==> config.mk <==
export PLATFORM = sky130hd
export DESIGN_NAME = fetch_unit
export DESIGN_NICKNAME = d
export VERILOG_FILES = /design/src/rtl/fetch_pkg.sv /design/src/rtl/if_id_reg.sv /design/src/rtl/fetch_unit.sv
export SDC_FILE = /design/constraint.sdc
export NUM_CORES = 1
export LEC_CHECK = 0
export BUFFER_PORTS_ARGS = -buffer_cell sky130_fd_sc_hd__buf_2
export CORE_UTILIZATION = 51
export CTS_BUF_LIST = sky130_fd_sc_hd__clkbuf_8 sky130_fd_sc_hd__clkbuf_16
export DETAILED_ROUTE_END_ITERATION = 10
export PLACE_DENSITY = 0.81
export SLEW_MARGIN = 20
export SYNTH_ARGS = -nofsm -noshare
export SYNTH_HDL_FRONTEND = slang
export SYNTH_SLANG_ARGS = --single-unit
==> constraint.sdc <==
create_clock -name clk -period 6.05 [get_ports clk]
set_clock_uncertainty 0.15 [all_clocks]
set_input_delay 0.9075 -clock clk [delete_from_list [all_inputs] [get_ports clk]]
set_output_delay 0.9075 -clock clk [all_outputs]
set_load 0.05 [all_outputs]
==> src/rtl/fetch_pkg.sv <==
// Shared types and default sizes for the instruction-fetch stage.
package fetch_pkg;

    localparam int PC_W = 5;
    localparam int INSTR_W = 32;
    localparam logic [INSTR_W-1:0] HALT_WORD = 32'hFFFF_FFFF;

    typedef enum logic [1:0] {
        ST_INIT = 2'd0,
        ST_RUN  = 2'd1,
        ST_HALT = 2'd2
    } fetch_state_e;

endpackage

==> src/rtl/if_id_reg.sv <==
// IF/ID pipeline register: captured instruction, its address and a valid flag.
// Load captures new contents. Clear drops valid but keeps the payload. Otherwise the register holds.
module if_id_reg #(
    parameter int PC_W    = fetch_pkg::PC_W,
    parameter int INSTR_W = fetch_pkg::INSTR_W
) (
    input  logic               clk,
    input  logic               reset,
    input  logic               load_i,
    input  logic               clear_i,
    input  logic [INSTR_W-1:0] instr_i,
    input  logic [PC_W-1:0]    pc_i,
    output logic               valid_o,
    output logic [INSTR_W-1:0] instr_o,
    output logic [PC_W-1:0]    pc_o
);

    logic               valid_q;
    logic [INSTR_W-1:0] instr_q;
    logic [PC_W-1:0]    pc_q;

    // NOTE: sequential state uses non-blocking assignments so every flop samples pre-edge values.
    always_ff @(posedge clk) begin
        if (reset) begin
            valid_q <= 1'b0;
            instr_q <= '0;
            pc_q    <= '0;
        end else if (load_i) begin
            valid_q <= 1'b1;
            instr_q <= instr_i;
            pc_q    <= pc_i;
        end else if (clear_i) begin
            valid_q <= 1'b0;
        end
    end

    assign valid_o = valid_q;
    assign instr_o = instr_q;
    assign pc_o    = pc_q;

endmodule

==> src/rtl/fetch_unit.sv <==
// Instruction-fetch stage: PC register, next-PC selection and INIT/RUN/HALT control.
// It drives the IF/ID register that feeds decode.
module fetch_unit
    import fetch_pkg::*;
#(
    parameter int                     PC_W      = fetch_pkg::PC_W,
    parameter int                     INSTR_W   = fetch_pkg::INSTR_W,
    parameter logic [PC_W-1:0]        RESET_PC  = '0,
    parameter logic [INSTR_W-1:0]     HALT_WORD = fetch_pkg::HALT_WORD
) (
    input  logic               clk,
    input  logic               reset,
    output logic [PC_W-1:0]    pc,
    input  logic [INSTR_W-1:0] instr,
    input  logic               stall,
    input  logic               redirect,
    input  logic [PC_W-1:0]    redirect_pc,
    output logic               if_valid,
    output logic [INSTR_W-1:0] if_instr,
    output logic [PC_W-1:0]    if_pc,
    output logic               halted
);

    localparam logic [PC_W-1:0] PC_ONE = {{(PC_W-1){1'b0}}, 1'b1};

    fetch_state_e    state_q, state_d;
    logic [PC_W-1:0] pc_q, pc_d;
    logic            halted_q, halted_d;
    logic            load, clear;

    always_ff @(posedge clk) begin
        if (reset) begin
            state_q  <= ST_INIT;
            pc_q     <= RESET_PC;
            halted_q <= 1'b0;
        end else begin
            state_q  <= state_d;
            pc_q     <= pc_d;
            halted_q <= halted_d;
        end
    end

    // NOTE: every output of this block gets a default first, so no path can infer a latch.
    always_comb begin
        state_d  = state_q;
        pc_d     = pc_q;
        halted_d = halted_q;
        load     = 1'b0;
        clear    = 1'b0;
        case (state_q)
            // The bubble lets memory contents settle after reset; stall and redirect are ignored.
            ST_INIT: state_d = ST_RUN;
            ST_RUN: begin
                if (redirect) begin
                    pc_d  = redirect_pc;
                    clear = 1'b1;
                end else if (!stall) begin
                    if (instr == HALT_WORD) begin
                        clear    = 1'b1;
                        halted_d = 1'b1;
                        state_d  = ST_HALT;
                    end else begin
                        load = 1'b1;
                        pc_d = pc_q + PC_ONE;
                    end
                end
            end
            ST_HALT: begin
                clear = 1'b1;
                if (redirect) begin
                    pc_d     = redirect_pc;
                    halted_d = 1'b0;
                    state_d  = ST_RUN;
                end
            end
            default: state_d = ST_INIT;
        endcase
    end

    if_id_reg #(
        .PC_W    (PC_W),
        .INSTR_W (INSTR_W)
    ) u_if_id (
        .clk     (clk),
        .reset   (reset),
        .load_i  (load),
        .clear_i (clear),
        .instr_i (instr),
        .pc_i    (pc_q),
        .valid_o (if_valid),
        .instr_o (if_instr),
        .pc_o    (if_pc)
    );

    assign pc     = pc_q;
    assign halted = halted_q;

endmodule

; After elaboration in Yosys (flattened, before gate mapping)
; Index checks and enable logic that the tools add are counted.
[totals]
input_bits = 41
elab_cells = 47
regBits = 46
output_inout_bits = 44
[op_classes]
n_mux = 25
eq_ne = 9
addsub = 1
n_reduce_logical = 6
[op_table]
columns = operator, count
row1 = $eq 32x32->1 const B, 1
row2 = $mux 5, 4
row3 = $mux 1, 13
row4 = $pmux 5 s2, 1
row5 = $mux 2, 4
row6 = $ne 2x2->1 const B, 4
row7 = $reduce_and 4->1, 2
row8 = $ne 3x3->1 const B, 2
row9 = $pmux 2 s3, 1
row10 = $add 5x1->5 const B, 1
row11 = $reduce_and 5->1, 1
row12 = $pmux 1 s2, 2
row13 = $reduce_bool 2->1, 2
row14 = $eq 2x1->1 const B, 1
row15 = $eq 2x2->1 const B, 1
row16 = $logic_not 2->1, 1

; Logic depth before layout (Yosys ltp)
; Gate-level depths: netlist (run 1).
[logic_depth]
ltp_word = 7
depth_mapped = 8
mapped_depth_nobuf = 6

; By module
; A second synthesis (run 1) with hierarchy kept.
[hier_totals]
hier_cells = 206
area_unflattened_um2 = 1991.9
[by_module_without_submodules]
columns = mod, seq_area_each_um2, n_inst, cells_each, area_per_inst_um2
row1 = if_id_reg, 760.7, 1, 123, 1361.3
row2 = fetch_unit, 160.2, 1, 83, 630.6

; Least setup slack after synthesis (run 1)
; Ideal clock, no wire load.
[synth_path]
path_type = input to register
startpoint = input port instr[31]
endpoint = register pc_q[1], in the netlist pc[1]
setup_slack_ns = 3.642
setup_time_ns = 0.123
n_path_buf = 0
cell_stages = 5
arrival_time_ns = 2.134
path_cell_list = nand4_1 -> nor4_4 -> a31o_4 -> o21a_4 -> mux2_1
[synth_via]
elab_chain_len = 3
[synth_lines]
columns = element, line
row1 = start: declaration, fetch_unit.sv:14  ; input logic [INSTR_W-1:0] instr,
row2 = $eq 32x32->1, fetch_unit.sv:58  ; if (instr == HALT_WORD) begin
row3 = $ne 3x3->1 (no source line), n/a
row4 = $reduce_and 4->1 (no source line), n/a
row5 = end signal: assignment, fetch_unit.sv:38  ; pc_q <= pc_d;
row6 = end: declaration, fetch_unit.sv:27  ; logic [PC_W-1:0] pc_q, pc_d;
; Every way passes these cells.
; A chain may end at the register's enable or synchronous reset.

; Worst setup path in the final report (run 1)
; Same ends and word-level chain as after synthesis.

==> impl_metrics.toml, run 1 <==
[floorplanning]
top_level_ports = 85
dieArea_sq_mm = 0.00428
rows = 22
initial_core_util_pct = 54.7
core-area_sq_mm = 0.00374
dieHeight_um = 65.4
die_w_um = 65.4

[logic_synthesis]
synthTopCellsByArea = "dfxtp_1, a21oi_1, o21ai_1"
ys_ff_latch = 46
yosys.area.top_type_share_pct = 44.9
yosys-mux-area-fraction_pct = 1.04
syn-mean-instance-area_sq_um = 8.30
syn_nets = 293
synth_simple_gate_area_share_pct = 17.6
syn_inst = 247
yosysWarnings = 0
synth_xor_area_share_pct = 0
yosys.area.top_type = "dfxtp_1"
synth-seq-area-share_pct = 44.9
synth_async_sr_flop_share_pct = 0
yosysUniqueCellTypes = 32
synth_compound_area_share_pct = 27.2
synth-adder-area-share_pct = 3.05
synth_area_sq_mm = 0.00205
synth_top_family_by_area = "compound AO/OA/AOI/OAI gates"
synth-edff-count = 0
synthFlopType = "dfxtp_1"

[drt]
ant_nets = 0
dr_total_vias = 2033
wl_per_cell_um = 13.4
drt-initial-drc-count = 95
wirelength_mm = 4.91
firstDrtPassIters = 4
vias_per_cell = 5.54
drcViolationCount = 0

[cts]
cts_inserted_buffers = 5
clkTransAtPathRegs_ps = 80
cts_root_buffer = "clkbuf_8"
cts.path.max_buffers = 2
postCtsResizedCells = 0
tritoncts_num_sinks = 46
cts_setup_buffers = 0
cts_max_level = 2
cts_tree = "yes"
worstSkewPairLatency_ps = 290
holdBufCountCts = 0

[timing]
slew_violations = 0
relSlewSlack_pct = 40.7
final.setup.tns_ps = 0
fmax_ghz = 0.380
final-setup-viol-count = 0
worst_slew_pin_slew_ps = 889
finalCriticalPeriod_ps = 2630
layout_worst_path_cycle_share_pct = 43.5
rsz0062_at_grt = "false"
hold_viol = 0

[cells_and_area]
fin_nets = 365
syn_to_final_growth_pct = 23.9
antenna_cells = 0
drive_gt1_share_pct = 30.7
fill_cells = 347
fin_cells = 367
finish.instance_area_sq_mm = 0.00254
postLayoutCoreUtil_pct = 67.8

[critical_path]
arrival_ps = 2670
r2r_cells = 5
worstSetupPathType = "input port to register"
cp-start-kind = "input port"
cp-end-kind = "register"
rr_startpoint = "state_q[0]"
crit_required_ps = 6080
crit_path_start = "instr[31]"
cp_max_fo = 43

[worst_hold_path]
hp-start = "u_if_id.instr_o[12]"
min_path_cells = 2
min_path_type = "register to register"

[power_and_ir_drop]
powerDensity_mw_per_mm2 = 287
irDropWorstVdd_uv = 230
leakagePower_nw = 1.08

[global_route]
grt-ovfl-total = 0
grt_pass1_vias = 1810
grt_pass1_wl_mm = 7.71
grt_max_degree = 54
antenna_found_initial = 0
track_usage_pct = 23.1

[run]
max_cap_viol_count = 0

[place]
port_buffers = 84
hpwl_mm = 3.42
place_area_sq_mm = 0.00243
dp_cells = 360
gp_congestion = 0.794

[status]
status = "finished, final reports clean"
==> routing by layer <==
layer | vias to the layer above | GRT usage (%) | wire (um) | share of wire [%]
li1 | 1020 | - | - | -
met1 | 931 | 27.6 | 2300 | 47
met2 | 77 | 41.0 | 2230 | 45
met3 | 5 | 4.69 | 332 | 6.8
met4 | 0 | 7.34 | 48 | 0.98
met5 | - | 0 | 0 | 0
==> stage by stage <==
step	total power [mW]	hold WS (ps)	worst slack, ps
after global placement	0.503	313	3140
final	0.727	327	3420
after floorplan	0.467	328	3640
after CTS	0.730	331	3400
after global routing	0.757	357	3310
after detailed placement	0.505	320	3100
==> worst max-delay path, cell delays in order <==
cell	delay, ps
buf_2	90
nand4_1	150
nor4_4	420
a31o_4	540
o21a_4	220
mux2_1	320
==> synth_stat cells (all sizes together), types with 2 or more instances <==
cell,number
dfxtp,46
a21oi,44
nand2,41
o21ai,40
clkbuf,11
buf,9
nand4,9
ha,5
nor2,5
inv,4
nor3,4
o32ai,4
nand2b,3
nand3b,3
nand3,2
nor2b,2
nor3b,2
==> cells by family (layout without fill, tap and decap cells) <==
kind of cell	after synthesis	count (layout)
simple gates	74	74
buf+inv	24	96
mux	2	2
fa+ha+maj	5	5
compound gates	96	96
flops	46	46
==> sequential cells by signal, summed over array words and instances (netlist names) <==
register	count
pc	5
u_if_id.instr_o	32
u_if_id.pc_o	5
halted	1
u_if_id.valid_o	1
state_q	2
==> layout by cell type (no fill, tap or decap), drive strengths merged <==
cell type / n
o21a: 1
o221ai: 1
a21oi: 44
a21boi: 1
nor2: 5
mux2i: 1
nor3b: 2
nand2b: 3
mux2: 1
a31oi: 1
buf: 85
nor4: 1
nor2b: 2
o41ai: 1
nand3b: 3
o32ai: 4
a311oi: 1
o21ai: 40
nand3: 2
inv: 4
clkbuf: 6
a31o: 1
nor3: 4
and3: 1
dfxtp: 46
bufinv: 1
or2: 1
o221a: 1
nand2: 41
nand4: 9
ha: 5
==> power by group <==
group	leakage [nW]	total, mW	internal [mW]	switching (mW)
Sequential	0.373	0.333	0.320	0.0132
Clock	0.0573	0.229	0.132	0.0965
Combinational	0.652	0.166	0.0474	0.119
Total	1.08	0.727	0.499	0.228
==> area by class of cell <==
cell class	count	area (sq um)	share of cell area, %
Timing Repair Buffer	85	428	16.9
Clock inverter	1	30.0	1.18
Inverter	4	15.0	0.591
Sequential cell	46	921	36.3
Clock buffer	6	82.6	3.25
Multi-Input combinational cell	177	1000	39.5
Tap cell	48	60.1	2.37
==> worst paths after layout <==
check,end,slack [ps]
max,pc[1],3420
min,u_if_id.instr_o[12],330
max reg2reg,pc[1],3850
min reg2reg,u_if_id.instr_o[12],330
Power figures use the tool's default switching activity.
==> inputs of run 2 (changes only) <==
--- a/config.mk
+++ b/config.mk
@@ -6,10 +6,10 @@
 export NUM_CORES = 1
 export LEC_CHECK = 0
 export BUFFER_PORTS_ARGS = -buffer_cell sky130_fd_sc_hd__buf_2
-export CORE_UTILIZATION = 51
+export CORE_UTILIZATION = 47
 export CTS_BUF_LIST = sky130_fd_sc_hd__clkbuf_8 sky130_fd_sc_hd__clkbuf_16
 export DETAILED_ROUTE_END_ITERATION = 10
-export PLACE_DENSITY = 0.81
+export PLACE_DENSITY = 0.75
 export SLEW_MARGIN = 20
 export SYNTH_ARGS = -nofsm -noshare
 export SYNTH_HDL_FRONTEND = slang
==> constraint.sdc (replaced) <==
create_clock -name clk -period 2.55 [get_ports clk]
set_clock_uncertainty 0.15 [all_clocks]
set_input_delay 0.3825 -clock clk [delete_from_list [all_inputs] [get_ports clk]]
set_output_delay 0.3825 -clock clk [all_outputs]
set_load 0.05 [all_outputs]
==> run 2 against run 1 <==
Against the previous run:
- flip-flop and latch count did not move
- die area up 8.3%
- final cell count rose by 1.9%
- sequential power grew 140%
- critical path depth stayed put
- worst hold slack worse by 140 ps
- setup slack worse by 3100 ps
- sequential share of layout area is 0.37 points lower
- via count is 0.49% higher
- routed wire length is 1.1% lower
- global-route usage fell by 2.0 points
- register-to-register slack lost 3600 ps
- critical endpoint is now u_if_id.pc_o[2]
- largest cell class unchanged
==> impl_metrics.toml, run 2 (synthesis gave the netlist of run 1 again) <==
[cts]
cts.path.max_buffers = 2
clkTransAtPathRegs_ps = 80
worstSkewPairLatency_ps = 290
postCtsResizedCells = 0
cts_setup_buffers = 0
cts_root_buffer = "clkbuf_8"
cts_max_level = 2
cts_tree = "yes"
tritoncts_num_sinks = 46
cts_inserted_buffers = 5
holdBufCountCts = 0

[global_route]
grt_pass1_wl_mm = 7.25
antenna_found_initial = 0
grt-ovfl-total = 0
grt_pass1_vias = 1656
grt_max_degree = 41
track_usage_pct = 21.1

[drt]
wl_per_cell_um = 13.0
firstDrtPassIters = 4
drcViolationCount = 0
dr_total_vias = 2043
ant_nets = 0
drt-initial-drc-count = 118
vias_per_cell = 5.46
wirelength_mm = 4.85

[critical_path]
arrival_ps = 2340
worstSetupPathType = "register to register"
crit_required_ps = 2620
cp-end-kind = "register"
cp-start-kind = "register"
cp_max_fo = 21

[floorplanning]
dieArea_sq_mm = 0.00463
dieHeight_um = 68.0
die_w_um = 68.0
rows = 23
core-area_sq_mm = 0.00409
top_level_ports = 85
initial_core_util_pct = 50.2

[timing]
fmax_ghz = 0.440
hold_viol = 0
final-setup-viol-count = 0
slew_violations = 0
final.setup.tns_ps = 0
worst_slew_pin_slew_ps = 695
fin_ws_ps = 278
layout_worst_path_cycle_share_pct = 89.1
finalCriticalPeriod_ps = 2270
relSlewSlack_pct = 53.7
rsz0062_at_grt = "false"

[worst_hold_path]
min_path_type = "input port to register"

[cells_and_area]
final_cell_mix = "buf_2, dfxtp_1, a21oi_1"
drive_gt1_share_pct = 31.2
largest_reg_flops = 32
antenna_cells = 0
postLayoutCoreUtil_pct = 62.8
syn_to_final_growth_pct = 25.2
finish.instance_area_sq_mm = 0.00256
fin_nets = 369
layout_commonest_cell = "buf_2"

[run]
max_cap_viol_count = 0

[power_and_ir_drop]
irDropWorstVdd_uv = 412
power_mw = 1.70
leakagePower_nw = 1.10
powerDensity_mw_per_mm2 = 664

[place]
place_area_sq_mm = 0.00246
dp_slack_ps = 294
gp_congestion = 0.906
hpwl_mm = 3.43
port_buffers = 84

[status]
status = "finished, final reports clean"
-- run 2: cell count changes in the layout (fill, tap and decap cells not counted) --
cell      change
inv_1         +2
buf_4         +4
clkbuf_8      -1
-- run 2: metrics by stage --
stage | instances | hold WS [ps]
after floorplan | 247 | 328
after global placement | 366 | 313
after detailed placement | 366 | 319
after CTS | 374 | 177
after global routing | 374 | 178
final | 374 | 184
-- run 2: per-layer routing --
layer  global-route usage, %  part of all wire (%)
met2                    35.0                    45
met1                    26.2                    46
met3                    6.50                   8.8
met5                       0                     0
met4                    5.47                  0.54
-- run 2: final timing paths --
kind                                          start             endpoint  slack [ps]  depth (start not counted)
worst max-delay path                     state_q[0]      u_if_id.pc_o[2]         280                          6
worst min-delay path                      instr[29]  u_if_id.instr_o[29]         180                          3
worst max register to register           state_q[0]      u_if_id.pc_o[2]         280                          6
worst min register to register  u_if_id.instr_o[22]  u_if_id.instr_o[22]         330                          2
-- run 2: critical path, stage by stage, from the launching register on --
cell and delay [ps]:
dfxtp_1 400, ha_1 260, nand2_1 140, a311oi_4 660, buf_4 370, nand2_1 80, a21oi_1 130
-- run 2: power by group --
group	switching, mW	internal, mW
Combinational	0.283	0.119
Clock	0.227	0.285
Sequential	0.0306	0.758
Total	0.540	1.16
-- run 2: layout make-up --
type / count / area (sq um)
timing repair buffer: 89 / 458
inverter: 4 / 15.0
clock inverter: 3 / 37.5
multi-input combinational: 177 / 1000
sequential: 46 / 921
fill: 371 / 1520
tap: 50 / 62.6
clock buffer: 5 / 68.8
